**src/rtl/alu_share_arbiter.sv**
```systemverilog
`default_nettype none
// ============================================================================
// alu_share_arbiter : round-robin share of one Y86 OPq ALU between two
//                     requesters, with a registered one-entry response slot.
// Optional macro ALU_STATS_EN adds saturating grant/overflow counters.
// Revision 1.0
// ============================================================================
module alu_share_arbiter #(
  parameter int WIDTH = 64,
  parameter int CNT_W = 32
) (
  input  logic             clk,
  input  logic             rst_n,
  input  logic [1:0]       req_valid,
  output logic [1:0]       req_ready,
  input  logic [1:0]       req_op0,
  input  logic [1:0]       req_op1,
  input  logic [WIDTH-1:0] req_a0,
  input  logic [WIDTH-1:0] req_a1,
  input  logic [WIDTH-1:0] req_b0,
  input  logic [WIDTH-1:0] req_b1,
  output logic             resp_valid,
  input  logic             resp_ready,
  output logic             resp_id,
  output logic [WIDTH-1:0] resp_out,
  output logic             resp_of,
  output logic             resp_zf,
  output logic             resp_sf
`ifdef ALU_STATS_EN
  ,
  output logic [CNT_W-1:0] stat_grant0,
  output logic [CNT_W-1:0] stat_grant1,
  output logic [CNT_W-1:0] stat_ovf
`endif
);

  typedef enum logic {
    EMPTY = 1'b0,
    FULL  = 1'b1
  } state_t;

  state_t           state_q, state_d;
  logic             rr_ptr_q, rr_ptr_d;
  logic             id_q, id_d;
  logic [WIDTH-1:0] out_q, out_d;
  logic             of_q, of_d;
  logic             zf_q, zf_d;
  logic             sf_q, sf_d;

  logic             can_accept;
  logic             gnt;
  logic             accept;
  logic [1:0]       op;
  logic             is_sub;
  logic [WIDTH-1:0] a, b, b_eff, sum, res;
  logic             alu_of;

  always_comb begin : arb
    can_accept = (state_q == EMPTY) || resp_ready;
    gnt        = (req_valid == 2'b11) ? rr_ptr_q : req_valid[1];
    req_ready  = 2'b00;
    if (rst_n && can_accept && (req_valid != 2'b00)) begin
      req_ready[gnt] = 1'b1;
    end
    accept = |(req_valid & req_ready);
  end

  // Subtraction reuses the adder as a + ~b + 1, so overflow uses the inverted b sign.
  always_comb begin : alu
    op     = gnt ? req_op1 : req_op0;
    a      = gnt ? req_a1 : req_a0;
    b      = gnt ? req_b1 : req_b0;
    is_sub = (op == 2'b01);
    b_eff  = is_sub ? ~b : b;
    sum    = a + b_eff + {{(WIDTH-1){1'b0}}, is_sub};
    res    = sum;
    alu_of = 1'b0;
    case (op)
      2'b00, 2'b01: alu_of = (a[WIDTH-1] == b_eff[WIDTH-1]) && (sum[WIDTH-1] != a[WIDTH-1]);
      2'b10:        res    = a & b;
      default:      res    = a ^ b;
    endcase
  end

  always_comb begin : nxt
    state_d  = state_q;
    rr_ptr_d = rr_ptr_q;
    id_d     = id_q;
    out_d    = out_q;
    of_d     = of_q;
    zf_d     = zf_q;
    sf_d     = sf_q;
    if (accept) begin
      state_d  = FULL;
      rr_ptr_d = ~gnt;
      id_d     = gnt;
      out_d    = res;
      of_d     = alu_of;
      zf_d     = (res == '0);
      sf_d     = res[WIDTH-1];
    end else if (resp_ready) begin
      state_d = EMPTY;
    end
  end

  always_ff @(posedge clk) begin
    if (!rst_n) begin
      state_q  <= EMPTY;
      rr_ptr_q <= 1'b0;
      id_q     <= 1'b0;
      out_q    <= '0;
      of_q     <= 1'b0;
      zf_q     <= 1'b0;
      sf_q     <= 1'b0;
    end else begin
      state_q  <= state_d;
      rr_ptr_q <= rr_ptr_d;
      id_q     <= id_d;
      out_q    <= out_d;
      of_q     <= of_d;
      zf_q     <= zf_d;
      sf_q     <= sf_d;
    end
  end

  assign resp_valid = (state_q == FULL);
  assign resp_id    = id_q;
  assign resp_out   = out_q;
  assign resp_of    = of_q;
  assign resp_zf    = zf_q;
  assign resp_sf    = sf_q;

`ifdef ALU_STATS_EN
  localparam logic [CNT_W-1:0] CNT_MAX = '1;
  localparam logic [CNT_W-1:0] CNT_ONE = {{(CNT_W-1){1'b0}}, 1'b1};

  logic [CNT_W-1:0] grant0_q, grant0_d;
  logic [CNT_W-1:0] grant1_q, grant1_d;
  logic [CNT_W-1:0] ovf_q, ovf_d;

  always_comb begin : stats_nxt
    grant0_d = grant0_q;
    grant1_d = grant1_q;
    ovf_d    = ovf_q;
    if (accept && !gnt && (grant0_q != CNT_MAX)) grant0_d = grant0_q + CNT_ONE;
    if (accept && gnt && (grant1_q != CNT_MAX))  grant1_d = grant1_q + CNT_ONE;
    if (accept && alu_of && (ovf_q != CNT_MAX))  ovf_d    = ovf_q + CNT_ONE;
  end

  always_ff @(posedge clk) begin
    if (!rst_n) begin
      grant0_q <= '0;
      grant1_q <= '0;
      ovf_q    <= '0;
    end else begin
      grant0_q <= grant0_d;
      grant1_q <= grant1_d;
      ovf_q    <= ovf_d;
    end
  end

  assign stat_grant0 = grant0_q;
  assign stat_grant1 = grant1_q;
  assign stat_ovf    = ovf_q;
`else
  // CNT_W only sizes the statistics counters, absent in this build.
  logic unused_cnt_w;
  assign unused_cnt_w = ^CNT_W;
`endif

endmodule
`default_nettype wire

```
**config.mk**
```make
export PLATFORM = sky130hd
export DESIGN_NAME = alu_share_arbiter
export DESIGN_NICKNAME = d
export VERILOG_FILES = /design/src/rtl/alu_share_arbiter.sv
export SDC_FILE = /design/constraint.sdc
export NUM_CORES = 1
export LEC_CHECK = 0
export BUFFER_PORTS_ARGS = -buffer_cell sky130_fd_sc_hd__buf_2
export CAP_MARGIN = 20
export CORE_UTILIZATION = 45
export DETAILED_ROUTE_END_ITERATION = 16
export GPL_TIMING_DRIVEN = 0
export PLACE_DENSITY = 0.74
export SETUP_SLACK_MARGIN = 0.5
export SYNTH_ARGS = -nofsm -noshare
export SYNTH_HDL_FRONTEND = slang
export SYNTH_SLANG_ARGS = --single-unit
```
**constraint.sdc**
```tcl
create_clock -name clk -period 5.1 [get_ports clk]
set_input_delay 1.02 -clock clk [delete_from_list [all_inputs] [get_ports clk]]
set_output_delay 1.02 -clock clk [all_outputs]
set_load 0.01 [all_outputs]
```
* After elaboration in Yosys (flattened, before gate mapping)
Index checks and enable logic that the tools add are counted.
** Word-level totals
- Register bits after elaboration :: 70
- Word-level logic and storage cells :: 45
- Output and inout port bits :: 71
- Input port bits :: 265
** Operators by class
- Reduce and logical (&&, ||, !) cells :: 11
- Bitwise operators :: 6
- $add $sub $neg :: 2
- Muxes and demuxes :: 12
- Equal/unequal tests :: 5
- Magnitude comparators :: 2
** Operators with widths (number)
- $mux W64 :: 3
- $pmux W64 S2 :: 1
- $add A64 B1 Y64 :: 1
- $add A64 B64 Y64 :: 1
- $and A64 B64 Y64 :: 1
- $logic_not A64 Y1 :: 1
- $not A64 Y64 :: 1
- $xor A64 B64 Y64 :: 1
- $mux W1 :: 5
- $eq A2 B2 Y1 const B :: 2
- $logic_and A1 B1 Y1 :: 4
- $mux W2 :: 2
- $reduce_bool A2 Y1 :: 2
- $reduce_or A2 Y1 :: 2
- $and A2 B2 Y2 :: 1
- $eq A2 B1 Y1 const B :: 1
- $logic_not A2 Y1 :: 1
- $lt A1 B2 Y1 const B :: 1
- $not A1 Y1 :: 2
- $demux W1 S1 :: 1
- $eq A1 B1 Y1 :: 1
- $ge A1 B1 Y1 const B :: 1
- $logic_or A1 B1 Y1 :: 1
- $ne A1 B1 Y1 :: 1

* Longest topological paths before layout
Gate-level depths: netlist of run 1.
- Depth after elaboration :: 10
- Depth in mapped cells :: 23

* Least setup slack after synthesis of run 1
OpenSTA, ideal clock, no wires.
- Path type :: input-to-reg
- From :: input port req_valid[0]
- To :: register zf_q (netlist: resp_zf)
- Buffers on the path :: 4
- Arrival time :: 5.464 ns
- Path slack :: -0.423 ns
- Stages :: 22
- Cells stage by stage :: nand2b_1 > nand2_1 > clkbuf_1 > mux2i_1 > clkbuf_1 > buf_1 > xor2_1 > ha_1 > clkbuf_1 > nand4_1 > nor2_1 > o2111ai_1 > a311oi_1 > a21oi_1 > o21bai_1 > a21boi_0 > mux2i_1 > nor4bb_1 > o2111ai_1 > nor4_2 > nand4_1 > nand2_1
** Between the ends
- Word-level cells in the longest chain between the ends :: 9
- Elaborated cells on any way between the ends :: 27
- Those cells by class :: add/sub (2); order compare (2); eq/ne (3); mux (9); bitwise (4); reduce/logical (7)
** Ends and longest elaborated chain
- from (decl) :: RTL line 14 : input logic [1:0] req_valid,
- $eq A2 B2 Y1 :: RTL line 60 : gnt = (req_valid == 2'b11) ? rr_ptr_q : req_valid[1];
- $mux W1 :: RTL line 60
- $mux W2 (tied with other cells) :: RTL line 70 : op = gnt ? req_op1 : req_op0;
- $eq A2 B1 Y1 (tied with other cells) :: RTL line 73, 78
- $mux W64 / $mux W1 (equally long branches) :: RTL line 74, 63
- $add A64 B64 Y64 / $demux W1 S1 (equally long branches) :: RTL line 75, 63
- $add A64 B1 Y64 / $mux W2 (equally long branches) :: RTL line 75, 62
- $pmux W64 S2 / $and A2 B2 Y2 (equally long branches) :: RTL line 78, 65
- $logic_not A64 Y1 / $reduce_or A2 Y1 (equally long branches) :: RTL line 99, 65
- to (signal assigned) :: RTL line 121 : zf_q <= zf_d;
- to (decl) :: RTL line 47 : logic zf_q, zf_d;
Several ways; a longest one is shown, not always the timed one.
A chain may end at the register's enable or synchronous reset.

* Worst setup path after layout of run 1
Same ends and word-level chain as after synthesis.

==> metrics.txt, run 1 <==
drt first-iter violations=about 1100; list of most frequent post-synthesis cells=475 x nand2_1, 126 x ha_1, 101 x nor2_1; Num CTS Buffers=9; Layout area overhead=45.0%; Metal-1 WL=between 20000 and 25000 um; Fillers=~2200; core box area=about 0.024 mm^2; ANT cells=0; Max Freq=between 0.15 and 0.2 GHz; overall power=around 5.1 mW; top_reg_cell synth=dfxtp_1; met3 wire len=around 5200 um; drt drc=0; iteration count of the initial detailed-routing pass=5; die width=160 um; final setup violation count=1; clock power share=0.145; Worst slew margin=0.318; Post-DP HPWL=between 40000 and 50000 um; Cells after Synth=1685; top sig layer=met4; NumNets Final=between 2000 and 3000; Routed Antenna Nets=0; row count=57; grt ovf=0; met2 WL=around 24000 um; critical path class=input port to flip-flop; Post-Syn Area=~0.011 mm^2; Gate power share=0.710; hold buffer count at cts=0; largest area contributor in the netlist=nand2_1; Critical Path AT=between 5 and 6 ns; top-count cell post-synth=nand2_1; share of cells above drive strength 1=0.343; sw power=2.48 mW; Final TNS setup=-0.296 ns; initial antenna violation count=1; Initial Utilization=0.459; vias in the first global route=14200; Seq. cell area=~0.0014 mm^2; post-route minimum period=around 5.4 ns; Peak VDD IR=around 170 uV; worst-skew pair later-pin latency=0.35 ns; Warnings, synthesis=0; syn_area_per_cell=6.63 um^2; clk sinks=between 60 and 70; Multi-input gate area=0.0106 mm^2; P per Cell Area=between 300 and 400 mW/mm^2; CTS max path bufs=2; drt via density=about 6; Tot GR Track Use=0.412; Final period util=1.06; leak pwr=between 8 and 9 nW; first-pass GRT wire length=between 80000 and 90000 um; unrepaired setup endpoints after global routing=yes; crit-path max FO=7; register share of total power=0.146; Net Sw Frac=0.487; Worst Path Required=~5.4 ns; Synth area leaders=nand2_1 16%, ha_1 14%, dfxtp_1 12%; Clock Pin Slew Worst Setup and Hold Paths=~0.06 ns; Yosys reg bits=between 60 and 70; Synth Net Count=between 2000 and 2500; # IOs=336; Vias=14700; setup slack after layout=-0.296 ns; Max-Cap Viols=0; die area=approximately 0.025 mm^2; input/output buffers=333; Internal=approximately 2.6 mW; max-slew violation count=0; failing checks=setup timing; Die Ht=~160 um; ys async rst share=0; status=finished with violations; Setup crit start kind=input port; Clock Skew=0.00658 ns; post-synth top area share=0.160; Worst-Margin Slew=0.998 ns; DRT Wirelength=between 50000 and 60000 um; H-tree Lvls=3; Synth cell types=78; worst min-delay path category=flip-flop to flip-flop; Fin. Hold Viols=0; Avg WL per Cell=~22 um; CTS tree=built; Post-synth EDFFs=0; RD Place Congestion=1.02; sequential area share after synthesis=0.124; CTS Root Cell=clkbuf_16; critical path endpoint category=flip-flop; largest net degree at the start of global routing=13
what timing repair did:
action	4_1_cts	5_1_grt
setup buffers	67	29
gates resized for setup	228	137
hold endpoints to repair	0	0
gates cloned	2	1
endpoints found under the setup margin	60	30
pin swaps	58	65
layout by cell type, fill, tap and decap left out, types with 17 or more instances in the layout:
cell type  instances
a21oi_1           60
xor2_1            68
mux2i_1           49
and3_1            17
ha_1             108
clkbuf_1          38
clkbuf_16         18
buf_6             21
buf_2            348
dfxtp_1           69
o21ai_0           80
a21oi_2           29
a21o_1            40
nand4_1           28
nand3_1           77
nand2_1          465
xnor2_1           22
mux2_2            18
nor3_1            17
nor2_1            95
buf_4             87
cells by family after synthesis:
family | share of synthesized area
adders and majority gates | 0.143
muxes | 0.0694
buffers and inverters | 0.0445
AOI/OAI and AO/OA | 0.224
xor gates and xnor gates | 0.0863
and+or+nand+nor | 0.309
DFF | 0.124
path summary, 6_finish.rpt:
| check | from | cells after the start | endpoint | slack [ns] |
|---|---|---|---|---|
| worst min-delay path | resp_out[0] | 2 | resp_out[0] | 0.45 |
| worst min register to register | resp_out[0] | 2 | resp_out[0] | 0.45 |
| worst max-delay path | req_valid[0] | 24 | resp_zf | -0.30 |
| worst max register to register | rr_ptr_q | 25 | resp_zf | -0.01 |
flip-flops by register name, summed over array words and instances, names as in the netlist:
name	cells
resp_id	1
rr_ptr_q	1
resp_of	1
resp_out	64
resp_zf	1
resp_valid	1
final cells by class:
type | count | share of cell area
Clock buffer | 9 | 0.0139
Buffer | 108 | 0.0513
Sequential cell | 69 | 0.0853
Tap cell | 324 | 0.0250
Inverter | 15 | 0.00348
Multi-Input combinational cell | 1493 | 0.655
Timing Repair Buffer | 434 | 0.159
Clock inverter | 6 | 0.00688
critical path: stages:
cell,delay [ns]
buf_8,0.08
nand2b_4,0.06
nand2_4,0.07
clkbuf_16,0.15
mux2i_4,0.27
clkbuf_16,0.23
clkbuf_16,0.19
xor2_1,0.17
ha_2,0.35
nand4_1,0.24
nor2_2,0.10
a22oi_2,0.28
a311oi_2,0.13
buf_4,0.17
buf_6,0.13
or3_4,0.33
a31oi_4,0.18
o2111a_1,0.22
nand4_1,0.17
a2111oi_4,0.36
nand4_1,0.21
nor4_2,0.29
nand4_1,0.18
nand2_1,0.08
metrics by stage:
stage	cell area (um^2)	util	std cells	hold WS [ns]	setup slack, ns
after detailed placement	13400	0.552	2343	0.444	-1.95
after floorplan	11300	-	1685	0.474	0.302
after global routing	16200	0.666	2458	0.472	-0.453
final	16200	0.666	2458	0.453	-0.296
after global placement	13400	0.552	2342	0.440	-1.93
after CTS	15300	0.629	2427	0.454	-0.105
power by group through the flow:
stage / logic, mW / clock network, mW / registers [mW]
after floorplan: 1.81 / 0 / 0.767
after global placement: 2.75 / 0 / 0.744
after detailed placement: 2.77 / 0 / 0.744
after CTS: 3.19 / 0.728 / 0.734
after global routing: 3.84 / 0.748 / 0.744
final: 3.61 / 0.736 / 0.741
per-layer routing:
metal,vias to the layer above,GRT usage
met3,221,0.0641
met5,-,0
met4,0,0.207
li1,6833,-
met2,866,0.671
met1,6825,0.526
Note: power is estimated with default switching activity, not from simulation.
==> run 2: changes to the inputs <==
--- a/config.mk
+++ b/config.mk
@@ -10,7 +10,7 @@
 export CORE_UTILIZATION = 45
 export DETAILED_ROUTE_END_ITERATION = 16
 export GPL_TIMING_DRIVEN = 0
-export PLACE_DENSITY = 0.74
+export PLACE_DENSITY = 0.71
 export SETUP_SLACK_MARGIN = 0.5
 export SYNTH_ARGS = -nofsm -noshare
 export SYNTH_HDL_FRONTEND = slang
==> constraint.sdc (replaced) <==
create_clock -name clk -period 6.11 [get_ports clk]
set_input_delay 1.222 -clock clk [delete_from_list [all_inputs] [get_ports clk]]
set_output_delay 1.222 -clock clk [all_outputs]
set_load 0.01 [all_outputs]
==> metrics.txt, run 2 (synthesized netlist as in run 1, its figures left out) <==
status=complete, no violations (was finished with violations); initial antenna violation count=0 (was 1); RD Place Congestion=0.985 (was 1.02); Worst-Margin Slew=1.01 ns (was 0.998 ns); Final TNS setup=0 ns (was -0.296 ns); CTS Root Cell=clkbuf_16 (unchanged); CTS max path bufs=2 (unchanged); crit-path max FO=10 (was 7); Min-Delay Path Depth=2 (unchanged); core box area=0.0243 mm^2 (unchanged); input/output buffers=333 (unchanged); Critical Path AT=5.84 ns (was 5.68 ns); Initial Utilization=0.459 (unchanged); FF-to-FF path depth=24 (was 25); share of cells above drive strength 1=0.317 (was 0.343); most frequent cells in the layout=465 x nand2_1, 342 x buf_2, 103 x ha_1 (was 465 x nand2_1, 348 x buf_2, 108 x ha_1); # IOs=336 (unchanged); NumNets Final=2489 (was 2522); post-route minimum period=roughly 5.6 ns; drt via density=6.04 (was 6.00); Fin. Hold Viols=0 (unchanged); first-pass GRT wire length=80000 um (was 80800 um); CP delay by family, top=buffers and inverters (was simple AND/OR/NAND/NOR gates); drt drc=0 (unchanged); Vias=14600 (was 14700); largest net degree at the start of global routing=15 (was 13); CP max stage delay=0.78 ns (was 0.36 ns); max-slew violation count=0 (unchanged); Peak VDD IR=155 uV (was 174 uV); drt first-iter violations=1412 (was 1127); worst slack, placed=-2.31 ns (was -1.95 ns); crit path max-delay cell type=clkbuf_1 (was a2111oi_4); die width=160 um (unchanged); clk sinks=69 (unchanged); final setup violation count=0 (was 1); Worst Path Required=6.34 ns (was 5.39 ns); CP Depth=11 (was 24); setup slack after layout=0.497 ns (was -0.296 ns); Layout area overhead=37.9% (was 45.0%); Largest register FFs=64 (unchanged); Avg WL per Cell=22.9 um (was 22.0 um); CTS tree=built (unchanged); DRT Wirelength=55500 um (was 54200 um); Clock Skew=0.00692 ns (was 0.00658 ns); iteration count of the initial detailed-routing pass=5 (unchanged); worst min-delay path category=flip-flop to flip-flop (unchanged); vias in the first global route=13600 (was 14200); H-tree Lvls=3 (unchanged); Die Ht=160 um (unchanged); critical path class=input port to flip-flop (unchanged); P per Cell Area=264 mW/mm^2 (was 315 mW/mm^2); leak pwr=7.81 nW (was 8.11 nW); ANT cells=0 (unchanged); Worst slew margin=0.324 (was 0.318); grt ovf=0 (unchanged); Tot GR Track Use=0.412 (about the same); Clock Pin Slew Worst Setup and Hold Paths=0.06 ns (about the same); Final period util=0.919; Post-DP HPWL=43100 um (was 41400 um); Setup crit start kind=input port (unchanged); worst-skew pair later-pin latency=0.34 ns (was 0.35 ns); commonest non-fill, non-tap cell in the layout=nand2_1 (unchanged); die area=0.0254 mm^2 (unchanged); unrepaired setup endpoints after global routing=no (was yes); row count=57 (unchanged); Max Freq=0.178 GHz; Num CTS Buffers=9 (unchanged); Critical Path, Cell by Cell=buf_6 > nand2b_4 > buf_4 > and3_1 > nor2_1 > clkbuf_1 > buf_1 > clkbuf_1 > buf_1 > nand2_1 > a31o_2 (was buf_8 > nand2b_4 > nand2_4 > clkbuf_16 > mux2i_4 > clkbuf_16 > clkbuf_16 > xor2_1 > ha_2 > nand4_1 > nor2_2 > a22oi_2 > a311oi_2 > buf_4 > buf_6 > or3_4 > a31oi_4 > o2111a_1 > nand4_1 > a2111oi_4 > nand4_1 > nor4_2 > nand4_1 > nand2_1); Max-Cap Viols=0 (unchanged); Buf+Inv Stages, Crit Path=6 (unchanged); critical path endpoint category=flip-flop (unchanged); Util after Layout=0.633 (was 0.666); Routed Antenna Nets=0 (unchanged)
==> run 2: timing repair <==
item / 4_1_cts / 5_1_grt
setup buffers: 24 / 38
setup endpoints to repair: 58 / 3
resized for setup: 193 / 149
pin swaps: 33 / 57
hold buffers: 0 / 0
gates cloned: 1 / 3
==> run 2: tightest hold or removal path, stage by stage (launching register included) <==
cell	delay [ns]
dfxtp_1	0.31
nand3_1	0.06
nand2_1	0.05
==> run 2: layout make-up <==
type | instances | area, um^2
sequential | 69 | 1380
inverter | 15 | 56.3
tap | 324 | 405
buffer | 108 | 708
multi-input combinational | 1493 | 10300
fill | 2286 | 8920
clock inverter | 7 | 105
clock buffer | 9 | 225
timing repair buffer | 401 | 2260
==> run 2: path summary, 6_finish.rpt <==
kind / from / to / slack [ns]
setup reg to reg: rr_ptr_q / resp_zf / 0.99
setup / recovery: req_valid[0] / resp_out[14] / 0.50
hold / removal: resp_out[17] / resp_out[17] / 0.45
hold reg to reg: resp_out[17] / resp_out[17] / 0.45
==> run 2: power breakdown <==
part / switching (mW) / total (mW) / internal [mW]
combinational: 1.72 / 2.85 / 1.12
sequential: 0.0804 / 0.624 / 0.544
clock: 0.234 / 0.598 / 0.364
total: 2.04 / 4.07 / 2.03
==> run 2: per-stage QoR <==
stage	instances	area, um^2	power (mW)	hold WS, ns
6_report	2426	15400	4.07	0.454
5_1_grt	2426	15400	4.27	0.480
4_1_cts	2385	14600	3.75	0.454
3_5_place_dp	2344	13300	2.95	0.445
3_3_place_gp	2342	13200	2.93	0.442
2_1_floorplan	1685	11200	2.12	0.474
==> run 2: metal layers <==
layer  up-vias  GRT usage  wire, um
met2       849      0.668     25000
met3       176     0.0740      5480
li1       6767          -         -
met5         -          0         0
met1      6849      0.524     21700
met4         0      0.203      3280
